$ cat config.mk
export PLATFORM = sky130hd
export DESIGN_NAME = mips_multicycle_control
export DESIGN_NICKNAME = d
export VERILOG_FILES = /design/src/rtl/mips_ctrl_pkg.sv /design/src/rtl/mips_alu_decoder.sv /design/src/rtl/mips_multicycle_control.sv
export SDC_FILE = /design/constraint.sdc
export NUM_CORES = 1
export LEC_CHECK = 0
export ABC_CLOCK_PERIOD_IN_PS = 1800
export CAP_MARGIN = 40
export CORE_MARGIN = 10
export CORE_UTILIZATION = 34
export DETAILED_ROUTE_END_ITERATION = 6
export HOLD_SLACK_MARGIN = 0.12
export PLACE_DENSITY = 0.95
export SETUP_SLACK_MARGIN = 0.1
export SLEW_MARGIN = 20
export SYNTH_ARGS = -nofsm -noshare
export SYNTH_HDL_FRONTEND = slang
export SYNTH_SLANG_ARGS = --single-unit
$ cat constraint.sdc
create_clock -name clk -period 1.8 [get_ports clk]
set_input_delay 0.27 -clock clk [delete_from_list [all_inputs] [get_ports clk]]
set_output_delay 0.27 -clock clk [all_outputs]
set_load 0.1 [all_outputs]
$ cat src/rtl/mips_ctrl_pkg.sv
// Shared encodings for the multicycle MIPS control FSM: states, opcodes,
// funct codes, ALU operations and datapath mux selects.
package mips_ctrl_pkg;

    typedef enum logic [3:0] {
        FETCH   = 4'd0,
        DECODE  = 4'd1,
        MEMADR  = 4'd2,
        MEMRD   = 4'd3,
        MEMWB   = 4'd4,
        MEMWR   = 4'd5,
        EXECUTE = 4'd6,
        ALUWB   = 4'd7,
        BRANCH  = 4'd8,
        ADDIEX  = 4'd9,
        ADDIWB  = 4'd10,
        JUMP    = 4'd11,
        HALT    = 4'd12,
        ILLEGAL = 4'd13
    } state_t;

    localparam logic [5:0] OP_RTYPE = 6'b000000;
    localparam logic [5:0] OP_LW    = 6'b100011;
    localparam logic [5:0] OP_SW    = 6'b101011;
    localparam logic [5:0] OP_BEQ   = 6'b000100;
    localparam logic [5:0] OP_ADDI  = 6'b001000;
    localparam logic [5:0] OP_J     = 6'b000010;

    localparam logic [5:0] FN_ADD = 6'b100000;
    localparam logic [5:0] FN_SUB = 6'b100010;
    localparam logic [5:0] FN_AND = 6'b100100;
    localparam logic [5:0] FN_OR  = 6'b100101;
    localparam logic [5:0] FN_SLT = 6'b101010;

    localparam logic [2:0] ALU_ADD = 3'b010;
    localparam logic [2:0] ALU_SUB = 3'b110;
    localparam logic [2:0] ALU_AND = 3'b000;
    localparam logic [2:0] ALU_OR  = 3'b001;
    localparam logic [2:0] ALU_SLT = 3'b111;

    localparam logic [1:0] SRCB_B      = 2'b00;
    localparam logic [1:0] SRCB_FOUR   = 2'b01;
    localparam logic [1:0] SRCB_IMM    = 2'b10;
    localparam logic [1:0] SRCB_IMM_SH = 2'b11;

    localparam logic [1:0] PCSRC_ALU    = 2'b00;
    localparam logic [1:0] PCSRC_ALUOUT = 2'b01;
    localparam logic [1:0] PCSRC_JUMP   = 2'b10;

endpackage

$ cat src/rtl/mips_alu_decoder.sv
// R-type funct decoder: ALU operation plus a flag marking supported encodings.
module mips_alu_decoder
    import mips_ctrl_pkg::*;
(
    input  logic [5:0] funct,
    output logic [2:0] alu_control,
    output logic       supported
);

    always_comb begin
        alu_control = ALU_ADD;
        supported   = 1'b1;
        case (funct)
            FN_ADD:  alu_control = ALU_ADD;
            FN_SUB:  alu_control = ALU_SUB;
            FN_AND:  alu_control = ALU_AND;
            FN_OR:   alu_control = ALU_OR;
            FN_SLT:  alu_control = ALU_SLT;
            default: supported   = 1'b0;
        endcase
    end

endmodule

$ cat src/rtl/mips_multicycle_control.sv
// Main control FSM of the multicycle MIPS core: one state per clock, Moore
// outputs driving the shared memory port, ALU and register file.
module mips_multicycle_control
    import mips_ctrl_pkg::*;
#(
    parameter logic [31:0] HALT_WORD = 32'h0000_0000
) (
    input  logic        clk,
    input  logic        reset,
    input  logic [31:0] instr,
    input  logic        zero,
    output logic        iord,
    output logic        mem_write,
    output logic        ir_write,
    output logic        reg_dst,
    output logic        mem_to_reg,
    output logic        reg_write,
    output logic        alu_src_a,
    output logic [1:0]  alu_src_b,
    output logic [2:0]  alu_control,
    output logic [1:0]  pc_src,
    output logic        pc_en,
    output logic        retire,
    output logic        halted,
    output logic        illegal,
    output logic [3:0]  state_dbg
);

    state_t     state, state_next;
    logic [5:0] op;
    logic [2:0] fn_alu;
    logic       fn_ok;
    logic       pc_write, branch;

    assign op        = instr[31:26];
    assign state_dbg = state;

    mips_alu_decoder u_alu_dec (
        .funct       (instr[5:0]),
        .alu_control (fn_alu),
        .supported   (fn_ok)
    );

    always_ff @(posedge clk) begin
        if (reset) state <= FETCH;
        else       state <= state_next;
    end

    always_comb begin
        state_next  = FETCH;
        iord        = 1'b0;
        mem_write   = 1'b0;
        ir_write    = 1'b0;
        reg_dst     = 1'b0;
        mem_to_reg  = 1'b0;
        reg_write   = 1'b0;
        alu_src_a   = 1'b0;
        alu_src_b   = SRCB_B;
        alu_control = ALU_AND;
        pc_src      = PCSRC_ALU;
        pc_write    = 1'b0;
        branch      = 1'b0;
        retire      = 1'b0;
        halted      = 1'b0;
        illegal     = 1'b0;
        case (state)
            FETCH: begin
                ir_write    = 1'b1;
                alu_src_b   = SRCB_FOUR;
                alu_control = ALU_ADD;
                pc_write    = 1'b1;
                state_next  = DECODE;
            end
            DECODE: begin
                // Branch target is computed here while the opcode is decoded.
                alu_src_b   = SRCB_IMM_SH;
                alu_control = ALU_ADD;
                if (instr == HALT_WORD)                   state_next = HALT;
                else if (op == OP_LW || op == OP_SW)      state_next = MEMADR;
                else if (op == OP_RTYPE && fn_ok)         state_next = EXECUTE;
                else if (op == OP_BEQ)                    state_next = BRANCH;
                else if (op == OP_ADDI)                   state_next = ADDIEX;
                else if (op == OP_J)                      state_next = JUMP;
                else                                      state_next = ILLEGAL;
            end
            MEMADR: begin
                alu_src_a   = 1'b1;
                alu_src_b   = SRCB_IMM;
                alu_control = ALU_ADD;
                state_next  = (op == OP_SW) ? MEMWR : MEMRD;
            end
            MEMRD: begin
                iord       = 1'b1;
                state_next = MEMWB;
            end
            MEMWB: begin
                mem_to_reg = 1'b1;
                reg_write  = 1'b1;
                retire     = 1'b1;
            end
            MEMWR: begin
                iord      = 1'b1;
                mem_write = 1'b1;
                retire    = 1'b1;
            end
            EXECUTE: begin
                alu_src_a   = 1'b1;
                alu_control = fn_alu;
                state_next  = ALUWB;
            end
            ALUWB: begin
                reg_dst   = 1'b1;
                reg_write = 1'b1;
                retire    = 1'b1;
            end
            BRANCH: begin
                alu_src_a   = 1'b1;
                alu_control = ALU_SUB;
                pc_src      = PCSRC_ALUOUT;
                branch      = 1'b1;
                retire      = 1'b1;
            end
            ADDIEX: begin
                alu_src_a   = 1'b1;
                alu_src_b   = SRCB_IMM;
                alu_control = ALU_ADD;
                state_next  = ADDIWB;
            end
            ADDIWB: begin
                reg_write = 1'b1;
                retire    = 1'b1;
            end
            JUMP: begin
                pc_src   = PCSRC_JUMP;
                pc_write = 1'b1;
                retire   = 1'b1;
            end
            HALT: begin
                halted     = 1'b1;
                state_next = HALT;
            end
            ILLEGAL: begin
                illegal    = 1'b1;
                state_next = ILLEGAL;
            end
            default: state_next = FETCH;
        endcase
        pc_en = pc_write | (branch & zero);
        // A reset cycle must never commit architectural state.
        if (reset) begin
            ir_write  = 1'b0;
            pc_en     = 1'b0;
            mem_write = 1'b0;
            reg_write = 1'b0;
            retire    = 1'b0;
        end
    end

endmodule

==> results of run 1 <==
[cell usage after synthesis]
master,number,share of area
nand2b_1,5,0.046
nand2b_2,1,0.013
buf_1,1,0.0055
and4_1,1,0.013
a2111oi_4,1,0.041
a211oi_1,2,0.022
and2_4,1,0.013
o2111ai_1,1,0.013
a21oi_1,7,0.052
a2111oi_2,2,0.044
xor2_1,2,0.026
and3_1,1,0.0092
nand3_1,4,0.030
inv_1,5,0.028
a311oi_1,1,0.013
mux2i_1,2,0.030
nand2_1,6,0.033
nor2_1,13,0.072
nor3b_4,1,0.028
dfxtp_1,4,0.12
nand4_1,4,0.037
o211ai_1,1,0.011
o21ai_1,3,0.022
o21ai_0,2,0.015
or2_1,1,0.0092
nor4_1,8,0.074
o2bb2ai_1,1,0.013
nor2b_1,2,0.018
nor3_1,8,0.059
buf_2,5,0.037
o22a_1,3,0.039
a31oi_1,2,0.018
[metrics by stage]
stage | worst slack [ns] | hold slack, ns | setup TNS, ns | area (um2) | instances
3_3_place_gp | -0.209 | 0.556 | -0.374 | 1730 | 186
2_1_floorplan | -0.615 | 0.467 | -3.02 | 888 | 101
3_5_place_dp | -0.367 | 0.569 | -0.821 | 1730 | 186
[kinds of logic after synthesis]
kind of cell / count (synthesis)
mux: 2
flops: 4
compound gates: 26
buf+inv: 11
xor+xnor: 2
simple gates: 56
==> metrics.cfg, run 1 <==
[synth]
avgSynthCellArea_um2 = 6.71
synth_fp_nets = 136
synthCells = 101
yosysWarnings = 0
synth_top_family_by_area = simple AND/OR/NAND/NOR gates
syn-cell-area_um2 = 678
synthAdderAreaFrac = 0
synth-seq-cells = 4
synthMuxAreaShare = 0.0295
yosysUniqueCellTypes = 32
yosys.area_share.xor_xnor = 0.0258
synth_compound_area_frac = 0.303
yosysSeqAreaShare = 0.118
synth_simple_gate_area_share = 0.454

[clocking]
root_buffer = clkbuf_4
post-cts-setup-buffers = 14
cts_buffers = 3
post_cts_resized = 20
cts_buffer_depth = 2
cts.sinks = 4
ctsHoldBuffers = 0
htreeDepth = 1

[placed_design]
io_buffers = 56
dp.final_hpwl_um = 3450
gp_congestion = 0.773

[outcome]
status = aborted with a tool error
stop_stage = 4_1_cts
stop_error = [ERROR DPL-0033] detailed placement checks failed during check placement.

[die]
rows = 16
initial_utilization = 0.353
fp.dieH_um = 64.7
die_x_um = 64.7
io_pins = 57

==> run 2: changes to the inputs <==
--- a/config.mk
+++ b/config.mk
@@ -7,12 +7,10 @@
 export LEC_CHECK = 0
 export ABC_CLOCK_PERIOD_IN_PS = 1800
 export CAP_MARGIN = 40
-export CORE_MARGIN = 10
-export CORE_UTILIZATION = 34
+export CORE_AREA = 10 10 71 73
 export DETAILED_ROUTE_END_ITERATION = 6
-export HOLD_SLACK_MARGIN = 0.12
-export PLACE_DENSITY = 0.95
-export SETUP_SLACK_MARGIN = 0.1
+export DIE_AREA = 0 0 81 83
+export PLACE_DENSITY_LB_ADDON = 0.15
 export SLEW_MARGIN = 20
 export SYNTH_ARGS = -nofsm -noshare
 export SYNTH_HDL_FRONTEND = slang
==> run 2 against run 1 <==
Against the previous run:
- the flow now finishes without violations
- synthesized cell count did not move
- area after synthesis unchanged
==> metrics.cfg, run 2 <==
[layout]
final_common_cell = clkdlybuf4s50_1
largest_reg_flops = 4
area_growth_syn_to_layout_pct = 185
nNetsFinal = 213
drive_gt1_frac = 0.477
diodes = 0
register_area_um2 = 95.1
multi_input_area_um2 = 759
final_cell_mix = clkdlybuf4s50_1 (27), buf_12 (23), buf_4 (21)
fillers = 335
fin_util = 0.533
stdcell_area_mm2 = 0.00194
stdcell_count = 224

[sta]
final_max_slew_viol_count = 0
grt_setup_unrepaired = no
layout_worst_path_cycle_share = 0.963
tightest_slew_ns = 0.313
skew_ns = 0.00121
fmax_mhz = 577
setup_ws_ns = 0.0667
max_slew_margin = 0.791
finalSetupViolations = 0
final_hold_viol_count = 0
period_minus_slack_ns = 1.73

[power]
pwr-share-seq = 0.090
power.static_leakage_nw = 0.714
swShare = 0.591
ir_drop_uv = 1410
p_int_mw = 1.45
combinationalPowerShare = 0.854
totalPowerFinal_mw = 3.54
power_density_mw_per_mm2 = 1830
p_clk_frac = 0.056
switching_power_mw = 2.09

[setup_path]
startpoint_type = flop
cp_cell_sequence = nand2b_4 -> nor3_4 -> a21oi_2 -> nor2_4 -> buf_12
worst-path-buf-inv = 1
cp.required_ns = 1.53
critPathTopFamily = simple AND/OR/NAND/NOR gates
crit_path_max_fanout = 13
criticalPathCategory = flop to primary output
cp-end-kind = primary output
slowest_stage = dfxtp_4
cp_slowest_stage_delay_ns = 0.40
arrival_ns = 1.46

[synth]
synthCells = 101  ; unchanged
yosys-top-cells-area = dfxtp_1 (12%), nor4_1 (7.4%), nor2_1 (7.2%), nor3_1 (5.9%), a21oi_1 (5.2%)
synth_top_area_cell = dfxtp_1
yosysUniqueCellTypes = 32  ; unchanged
syn-cell-area_um2 = 678  ; unchanged
synth-seq-cells = 4  ; unchanged
synth_fp_nets = 136  ; unchanged
yosysWarnings = 0  ; unchanged
yosysSeqAreaShare = 0.118  ; unchanged
avgSynthCellArea_um2 = 6.71  ; unchanged
synth_edf_count = 0  ; unchanged
synth_top_cells_by_count = nor2_1 (13), nor3_1 (8), nor4_1 (8), a21oi_1 (7), nand2_1 (6)
yosysMostFrequentCell = nor2_1
ys.flop_type = dfxtp_1
synthArstFlopShare = 0  ; unchanged
yosysTopAreaCellShare = 0.118  ; unchanged

[detailed_routing]
vias = 1056
drt_iter0_drc = 34
vias_per_cell = 4.71
ant_nets = 0
wl_per_cell_um = 14.1
drc = 0
dr.pass1.iters = 4
drt_wl_total_um = 3160

[clocking]
root_buffer = clkbuf_8
cts_buffer_depth = 2  ; unchanged
htreeDepth = 1  ; unchanged
cts_buffers = 3  ; unchanged
cts.sinks = 4  ; unchanged
cts_tree = yes
clkTransAtPathRegs_ns = 0.03
clock_latency_ns = 0.22

[die]
core_area_mm2 = 0.00363
initial_utilization = 0.187  ; -0.166
die_x_um = 81  ; +25%
fp.dieH_um = 83  ; +28%
rows = 22  ; +6
io_pins = 57  ; unchanged
fp.dieArea_mm2 = 0.00672

[hold_path]
hold_class = flop to flop

[outcome]
status = finished clean

[run]
cap_violations = 0

[global_route]
grt_pass1_wl_um = 5360
track_usage = 0.0969
antenna_found_initial = 0
first_global_vias = 1087
grt_max_degree = 17
grt.overflow.total = 0

[placed_design]
postPlaceCellArea_mm2 = 0.00176  ; +1.3%
dpl.cell_count = 207  ; +11%
io_buffers = 56  ; unchanged
place_ws_ns = -0.280  ; +0.0870 ns
dp.final_hpwl_um = 2660  ; -23%
gp_congestion = 0.738  ; -4.5%

==> run 2: cell counts after synthesis <==
No cell type changed its count.
==> run 2: timing repair <==
action / 4_1_cts / 5_1_grt
pin swaps: 4 / 5
setup endpoints to repair: 5 / 5
buffers inserted: 1 / 13
resized for setup: 7 / 7
hold buffers: 0 / 0
==> run 2: cell type report <==
| type | instances | area share |
|---|---|---|
| flip-flops and latches | 4 | 0.0491 |
| multi-input cells | 86 | 0.392 |
| clock buffers | 3 | 0.0213 |
| repair buffers | 78 | 0.496 |
| inverters | 5 | 0.00970 |
| well taps | 48 | 0.0310 |
==> run 2: kinds of logic (layout without fill, tap and decap cells) <==
logic type | after synthesis | in the layout | share of synthesized area
xor+xnor | 2 | 2 | 0.0258
compound gates | 26 | 26 | 0.303
flops | 4 | 4 | 0.118
buf+inv | 11 | 86 | 0.0701
mux | 2 | 2 | 0.0295
simple gates | 56 | 56 | 0.454
==> run 2: power groups by stage <==
stage / logic [mW] / clock network [mW] / registers, mW
floorplan: 1.77 / 0 / 0.451
global placement: 2.80 / 0 / 0.370
detailed placement: 2.81 / 0 / 0.373
CTS: 2.82 / 0.201 / 0.376
global route: 3.16 / 0.209 / 0.334
finish: 3.03 / 0.199 / 0.318
==> run 2: worst paths after layout <==
check,start,end,slack [ns],depth (start not counted)
worst min-delay path,state_dbg[1],state_dbg[3],0.49,1
worst max-delay path,state_dbg[3],reg_write,0.07,5
worst min register to register,state_dbg[1],state_dbg[3],0.49,1
worst max register to register,state_dbg[1],state_dbg[0],0.35,5
==> run 2: worst reg2reg max path, cell delays in order, from the launching register on <==
cell and delay (ns):
dfxtp_4 0.37, nand2b_2 0.25, buf_4 0.19, a2111oi_4 0.30
o2111ai_1 0.16, o211ai_1 0.11
==> run 2: layer usage <==
metal | vias to the layer above | global-route usage | wire, um
met5 | - | 0 | 0
met2 | 40 | 0.148 | 1530
li1 | 534 | - | -
met3 | 4 | 0.0431 | 298
met1 | 478 | 0.114 | 1270
met4 | 0 | 0.0376 | 53
==> run 2: per-stage QoR <==
step,hold WS (ns),setup TNS (ns)
global route,0.504,0
detailed placement,0.583,-0.555
floorplan,0.467,-3.05
finish,0.494,0
CTS,0.588,-0.0638
global placement,0.579,-0.481
No activity file was read; power rests on OpenSTA's default activity.
